## src/rtl/fb_port_arbiter.sv

```systemverilog
// fb_port_arbiter: shares the single-port 80x60 frame-buffer RAM between display scanout
// (read-only, high priority) and the processing engine (read/write). One RAM access per cycle.
// An aging counter boosts the processing engine after MAX_WAIT denied cycles.
//
// Ports:
//   clk, rst                     clock, synchronous active-high reset
//   disp_req_i/addr_i            display read request
//   disp_gnt_o                   display accepted this cycle (combinational)
//   disp_rvalid_o/rdata_o        display read return
//   proc_req_i/we_i/addr_i/wdata_i  processing-engine request
//   proc_gnt_o                   proc accepted this cycle (combinational)
//   proc_rvalid_o/rdata_o        proc read return (reads only)
//   mem_addr_o/we_o/wdata_o      registered RAM command
//   mem_rdata_i                  RAM read data, RD_LAT cycles after mem_addr_o
//   err_oob_o                    sticky: an out-of-range access was accepted
module fb_port_arbiter #(
    parameter int unsigned AW       = 13,
    parameter int unsigned DW       = 24,
    parameter int unsigned DEPTH    = 4800,
    parameter int unsigned RD_LAT   = 1,
    parameter int unsigned MAX_WAIT = 8
) (
    input  logic          clk,
    input  logic          rst,
    input  logic          disp_req_i,
    input  logic [AW-1:0] disp_addr_i,
    output logic          disp_gnt_o,
    output logic          disp_rvalid_o,
    output logic [DW-1:0] disp_rdata_o,
    input  logic          proc_req_i,
    input  logic          proc_we_i,
    input  logic [AW-1:0] proc_addr_i,
    input  logic [DW-1:0] proc_wdata_i,
    output logic          proc_gnt_o,
    output logic          proc_rvalid_o,
    output logic [DW-1:0] proc_rdata_o,
    output logic [AW-1:0] mem_addr_o,
    output logic          mem_we_o,
    output logic [DW-1:0] mem_wdata_o,
    input  logic [DW-1:0] mem_rdata_i,
    output logic          err_oob_o
);

    localparam int unsigned WW = $clog2(MAX_WAIT + 1);

    typedef enum logic [0:0] {StNormal, StBoost} mode_e;

    typedef struct packed {
        logic valid;
        logic owner;  // 1 = proc, 0 = display
        logic oob;
    } tag_t;

    mode_e          mode_q, mode_d;
    logic [WW-1:0]  wait_cnt_q, wait_cnt_d;
    logic [AW-1:0]  mem_addr_q, mem_addr_d;
    logic           mem_we_q, mem_we_d;
    logic [DW-1:0]  mem_wdata_q, mem_wdata_d;
    logic           err_oob_q, err_oob_d;
    tag_t           tag_q [RD_LAT+1];
    tag_t           tag_d;

    logic           disp_acc, proc_acc, sel_oob;
    tag_t           tag_out;

    // Arbitration: proc only wins when boosted or when display is idle.
    always_comb begin
        disp_acc = 1'b0;
        proc_acc = 1'b0;
        if (!rst) begin
            if (proc_req_i && (mode_q == StBoost || !disp_req_i)) begin
                proc_acc = 1'b1;
            end else if (disp_req_i) begin
                disp_acc = 1'b1;
            end
        end
    end

    assign disp_gnt_o = disp_acc;
    assign proc_gnt_o = proc_acc;

    // Aging counter and priority mode.
    always_comb begin
        wait_cnt_d = wait_cnt_q;
        mode_d     = mode_q;
        if (proc_acc) begin
            wait_cnt_d = '0;
            mode_d     = StNormal;
        end else begin
            if (proc_req_i && wait_cnt_q != WW'(MAX_WAIT)) begin
                wait_cnt_d = wait_cnt_q + 1'b1;
            end
            if (wait_cnt_d == WW'(MAX_WAIT)) begin
                mode_d = StBoost;
            end
        end
    end

    // Issue stage.
    always_comb begin
        mem_addr_d  = mem_addr_q;
        mem_we_d    = 1'b0;
        mem_wdata_d = mem_wdata_q;
        err_oob_d   = err_oob_q;
        tag_d       = '0;
        sel_oob     = 1'b0;
        if (proc_acc) begin
            sel_oob     = 32'(proc_addr_i) >= DEPTH;
            mem_addr_d  = proc_addr_i;
            mem_we_d    = proc_we_i & ~sel_oob;
            mem_wdata_d = proc_wdata_i;
            tag_d       = '{valid: ~proc_we_i, owner: 1'b1, oob: sel_oob};
        end else if (disp_acc) begin
            sel_oob     = 32'(disp_addr_i) >= DEPTH;
            mem_addr_d  = disp_addr_i;
            mem_wdata_d = '0;
            tag_d       = '{valid: 1'b1, owner: 1'b0, oob: sel_oob};
        end
        if (sel_oob) begin
            err_oob_d = 1'b1;
        end
    end

    always_ff @(posedge clk) begin
        if (rst) begin
            mode_q      <= StNormal;
            wait_cnt_q  <= '0;
            mem_addr_q  <= '0;
            mem_we_q    <= 1'b0;
            mem_wdata_q <= '0;
            err_oob_q   <= 1'b0;
            for (int i = 0; i <= RD_LAT; i++) begin
                tag_q[i] <= '0;
            end
        end else begin
            mode_q      <= mode_d;
            wait_cnt_q  <= wait_cnt_d;
            mem_addr_q  <= mem_addr_d;
            mem_we_q    <= mem_we_d;
            mem_wdata_q <= mem_wdata_d;
            err_oob_q   <= err_oob_d;
            tag_q[0]    <= tag_d;
            for (int i = 1; i <= RD_LAT; i++) begin
                tag_q[i] <= tag_q[i-1];
            end
        end
    end

    assign mem_addr_o  = mem_addr_q;
    assign mem_we_o    = mem_we_q;
    assign mem_wdata_o = mem_wdata_q;
    assign err_oob_o   = err_oob_q;

    // Return stage: last tag lines up with mem_rdata_i for the access issued RD_LAT cycles ago.
    assign tag_out       = tag_q[RD_LAT];
    assign disp_rvalid_o = tag_out.valid & ~tag_out.owner;
    assign proc_rvalid_o = tag_out.valid & tag_out.owner;
    assign disp_rdata_o  = (disp_rvalid_o && !tag_out.oob) ? mem_rdata_i : '0;
    assign proc_rdata_o  = (proc_rvalid_o && !tag_out.oob) ? mem_rdata_i : '0;

endmodule
```

## config.mk

```make
export PLATFORM = sky130hd
export DESIGN_NAME = fb_port_arbiter
export DESIGN_NICKNAME = d
export VERILOG_FILES = /design/src/rtl/fb_port_arbiter.sv
export SDC_FILE = /design/constraint.sdc
export NUM_CORES = 1
export LEC_CHECK = 0
export ABC_AREA = 1
export BUFFER_PORTS_ARGS = -buffer_cell sky130_fd_sc_hd__buf_2
export CORE_ASPECT_RATIO = 2
export CORE_MARGIN = 8
export CORE_UTILIZATION = 28
export CTS_CLUSTER_DIAMETER = 50
export DETAILED_ROUTE_END_ITERATION = 8
export HOLD_SLACK_MARGIN = 0.06
export SKIP_CTS_REPAIR_TIMING = 1
export SLEW_MARGIN = 10
export SYNTH_ARGS = -nofsm -noshare
export SYNTH_HDL_FRONTEND = slang
export SYNTH_SLANG_ARGS = --single-unit
```

## constraint.sdc

```tcl
create_clock -name clk -period 3.2 [get_ports clk]
set_input_delay 0.64 -clock clk [delete_from_list [all_inputs] [get_ports clk]]
set_output_delay 0.64 -clock clk [all_outputs]
set_load 0.005 [all_outputs]
```

# [Word level (Yosys, flattened, before mapping)]
# Memory sizes are Yosys's and may differ from the RTL's.
# Cells that the tools add are included.
[totals] reg_bits=44 mem_bits_rw=6 inputBits=79 output_inout_bits=91 elab_cells=53 n_memories=1
[classes] addsub=1 order_cmp=2 n_eq_ne=2 muxes=22 bitwise_logic=9 n_reduce_logical=10
[mem_list] name="tag_q" words=2 word_bits=3 rd=2 rd_clocked_by_memory_dff=0 write_ports=2 line_no="60" source="tag_t tag_q [RD_LAT+1];"
[ops] operator="$mux W24" count=4
[ops] operator="$ge A13 B13 Y1 const B" count=2
[ops] operator="$mux W13" count=2
[ops] operator="$mux W3" count=4
[ops] operator="$mux W1" count=10
[ops] operator="$mux W4" count=2
[ops] operator="$add A4 B1 Y4 const B" count=1
[ops] operator="$eq A4 B4 Y1 const B" count=1
[ops] operator="$logic_and A1 B1 Y1" count=4
[ops] operator="$ne A4 B4 Y1 const B" count=1
[ops] operator="$not A1 Y1" count=4
[ops] operator="$reduce_or A2 Y1" count=2
[ops] operator="$and A1 B1 Y1" count=3
[ops] operator="$logic_not A1 Y1" count=2
[ops] operator="$or A1 B1 Y1" count=2
[ops] operator="$reduce_bool A2 Y1" count=1
[ops] operator="$logic_or A1 B1 Y1" count=1

# [Logic depth before layout (Yosys ltp)]
[depth] depth_word=8 mapped_depth=11

# [Least setup slack after synthesis]
# OpenSTA, ideal clock, no wires.
[synth_timing] kind="in2out" start="in disp_req_i" end="out proc_gnt_o" t_arrival_ns=1.196 t_required_ns=2.560 slack_ns=1.364 path_stages=4 n_path_buf=1 path_cell_list="nand2_1 > nand2_2 > nor2_2 > buf_2"
[synth_between] elab_chain_cells=5
[synth_rtl] item="start: declaration" line_no="25" source="input logic disp_req_i,"
[synth_rtl] item="$logic_not A1 Y1" line_no="71" source="if (proc_req_i && (mode_q == StBoost || !disp_req_i)) begin"
[synth_rtl] item="$logic_or A1 B1 Y1" line_no="71"
[synth_rtl] item="$logic_and A1 B1 Y1" line_no="71"
[synth_rtl] item="$mux W1" line_no="71"
[synth_rtl] item="$mux W1" line_no="70" source="if (!rst) begin"
[synth_rtl] item="end: declaration" line_no="34" source="output logic proc_gnt_o,"
# No other way between the ends.

# [Final worst setup path]
# Same ends and word-level chain as after synthesis.

==> results.md <==
* Outcome: finished clean
* Full die area at 11980 sq um
* Worst r2r src: mode_q
* Initial antenna violation count at 0
* Crit Path Max Fanout at 17
* Final Critical Period at 2.316 ns
* Simple-gate portion of the synthesized area at 34.79%
* Total Routing Usage GR at 12.50%
* Final Cycle Share at 72.37%
* Avg WL per Cell at 12.34 microns
* Max IR drop VDD at 0.2408 mV
* Peak Freq at 0.4318 GHz
* Final worst slack at 0.8840 ns
* Layout cell share with drive strength beyond 1 at 35.87%
* Setup CP Type: in2out
* Vias in the first global route at 2586
* Hold Path Origin: tag_q[0][1]
* CTS tree: built
* Reg-to-reg slack, setup at 1.35 ns
* Sequential-to-total area share from yosys stat at 41.67%
* CTS Buf Count at 5
* Post-synth ARST share at 0%
* Initial Util at 28.37%
* First-pass GRT wire length at 12.13 mm
* Multiplexer share of the synthesized area at 0%
* M1 wire length at 3.237 mm
* Yosys reg bits at 50
* Pre-antenna DRT Iters at 4
* CP endpoint kind: output port
* Synth top area share at 41.67%
* Post-synth EDFFs at 0
* Post-synth top cells: nand2_1 (104), nor2_1 (74), inv_1 (57)
* # port buffers at 169
* Largest family of logic cells by synthesized area: simple AND/OR/NAND/NOR gates
* Capture point of the worst path: proc_gnt_o
* Max-slew violation count at 0
* Vias at 2702
* Maxcap violations at 0
* Reg2reg end: mem_addr_o[10]
* CP Cell Sequence: buf_2 -> nand2_1 -> nand2_2 -> nor2_2 -> buf_2
* Count leader, synth: nand2_1
* Area leader, netlist: dfxtp_1
* Antenna Nets Post-Route at 0
* Post-Syn Area at 2402 sq um
* Power Density at 433.2 nW/um^2
* Setup-failing EPs final at 0
* Leak at 2.078 nW
* Clock sink count at 50
* Post-Syn Nets at 456
* H-tree depth at 2
* FF-to-FF path depth at 9
* Die Y at 147.0 microns
* HPWL Detailed at 6.345 mm
* GPL Wtd Cong at 0.7904
* Crit path from: disp_req_i
* # diodes at 0
* Rows at 48
* Worst-skew pair later-pin latency at 0.28 ns
* Clock slew at reported path FFs at 0.06 ns
* Yosys Warn Count at 0
* Worst-Margin Slew at 0.7798 ns
* Worst EP required at 2.56 ns
* Highest Signal Layer: met4
* CP peak stage delay at 0.52 ns
* Clk root buf: clkbuf_16
* Synth Area in Adders at 1.042%
* Setup tns final at 0 ns
* DRC errors left at 0
* Skew final at 0.003953 ns
* Avg Inst Size Synth at 6.406 sq um
* Slowest cell on the critical path: nor2_2
* I/O Pins at 170
* Synth Area in Compound Gates at 9.010%
* Post-DR vias/cell at 4.235
* Core area at 8468 sq um
* Area Growth Syn to Fin at 44.22%
* Xor/xnor cell area share of the yosys netlist at 0.3646%
* Synth cell types at 21
* Synth area leaders: dfxtp_1 (42%), nand2_1 (16%), nor2_1 (12%), inv_1 (8.9%), a21oi_1 (5.2%)
* Worst setup SP type: input pin
* Crit path DAT at 1.68 ns
* Met2 WL at 3.301 mm
* Cells after synthesis at 375
* Most Frequent Cell on Critical Path: buf_2
* Final hold vios at 0
* Max Root-Sink Buffers at 2
* Hold crit path type: reg2reg
* Unrepaired setup endpoints after global routing: no
* Synth Flop Type: dfxtp_1
* Final WL at 7.875 mm
* Largest net degree at the start of global routing at 37
* DIE WIDTH at 81.50 microns
* Met3 routed WL at 1.260 mm
* Total grt overflow at 0
* Initial drt markers at 111
* Final net count at 618
* Max_slew headroom at 47.89%
* Pre-CTS worst setup slack at 0.8652 ns
-- area by class of cell --
type / instances / area, sq um
Clock buffer: 6 / 128.9
Clock inverter: 2 / 37.54
Fill cell: 908 / 5004
Inverter: 58 / 217.7
Multi-Input combinational cell: 250 / 1086
Sequential cell: 50 / 1001
Tap cell: 100 / 125.1
Timing Repair Buffer: 172 / 868.3
-- critical path, delay by kind of cell --
| kind | cells | cell delay (ns) |
|---|---|---|
| AND/OR/NAND/NOR | 3 | 0.69 |
| buffers and inverters | 2 | 0.36 |
-- power by group --
| part | internal, mW | switching [mW] | leakage [nW] |
|---|---|---|---|
| sequential | 0.657 | 0.0186 | 0.410 |
| clock | 0.369 | 0.222 | 0.0771 |
| combinational | 0.103 | 0.131 | 1.59 |
-- cell usage in the layout (no fill, tap or decap) --
cell type   count
nor2_1         74
nand4_1         2
inv_1          57
dfxtp_1        50
clkinvlp_4      1
ha_1            2
clkbuf_16       5
bufinv_16       1
buf_4           3
nand3_1        16
nand2_2         3
nor2_2          9
o21ai_1         4
nand2_1       104
buf_2         169
a21boi_2        1
o21ai_0         3
a21oi_1        25
inv_2           1
o211ai_1        6
clkbuf_1        1
xor2_1          1
-- worst min-delay path by stage --
stage / cells past startpoint / to
2_1_floorplan: 2 / tag_q[0][3]
3_3_place_gp: 2 / tag_q[0][3]
3_5_place_dp: 2 / tag_q[0][3]
4_1_cts: 2 / tag_q[0][3]
5_1_grt: 2 / tag_q[0][3]
6_report: 2 / tag_q[0][4]
-- state kept, by name, summed over array words and instances (netlist names) --
| signal | cells |
|---|---|
| mem_we_o | 1 |
| mem_wdata_o | 24 |
| wait_cnt_q | 4 |
| err_oob_o | 1 |
| tag_q | 6 |
| mode_q | 1 |
| mem_addr_o | 13 |
-- logic make-up after synthesis --
logic type / after synthesis
simple gates: 208
fa+ha+maj: 2
flops: 50
compound gates: 39
buf+inv: 75
xor+xnor: 1
-- routing by layer --
metal / vias to the layer above / global-route usage [%]
met1: 1124 / 15.35
met2: 125 / 18.34
met5: - / 0
li1: 1447 / -
met4: 0 / 4.054
met3: 6 / 6.181
-- stage by stage --
step | instance area (sq um) | hold slack [ns] | util, % | total power, mW | cells
2_1_floorplan | 2402 | 0.3883 | - | 0.8151 | 375
3_3_place_gp | 3298 | 0.3927 | 38.95 | 0.9265 | 630
3_5_place_dp | 3298 | 0.3980 | 38.95 | 0.9284 | 630
4_1_cts | 3465 | 0.4095 | 40.91 | 1.526 | 638
5_1_grt | 3465 | 0.4118 | 40.91 | 1.585 | 638
6_report | 3465 | 0.4056 | 40.91 | 1.501 | 638
Note: power is estimated with default switching activity, not from simulation.
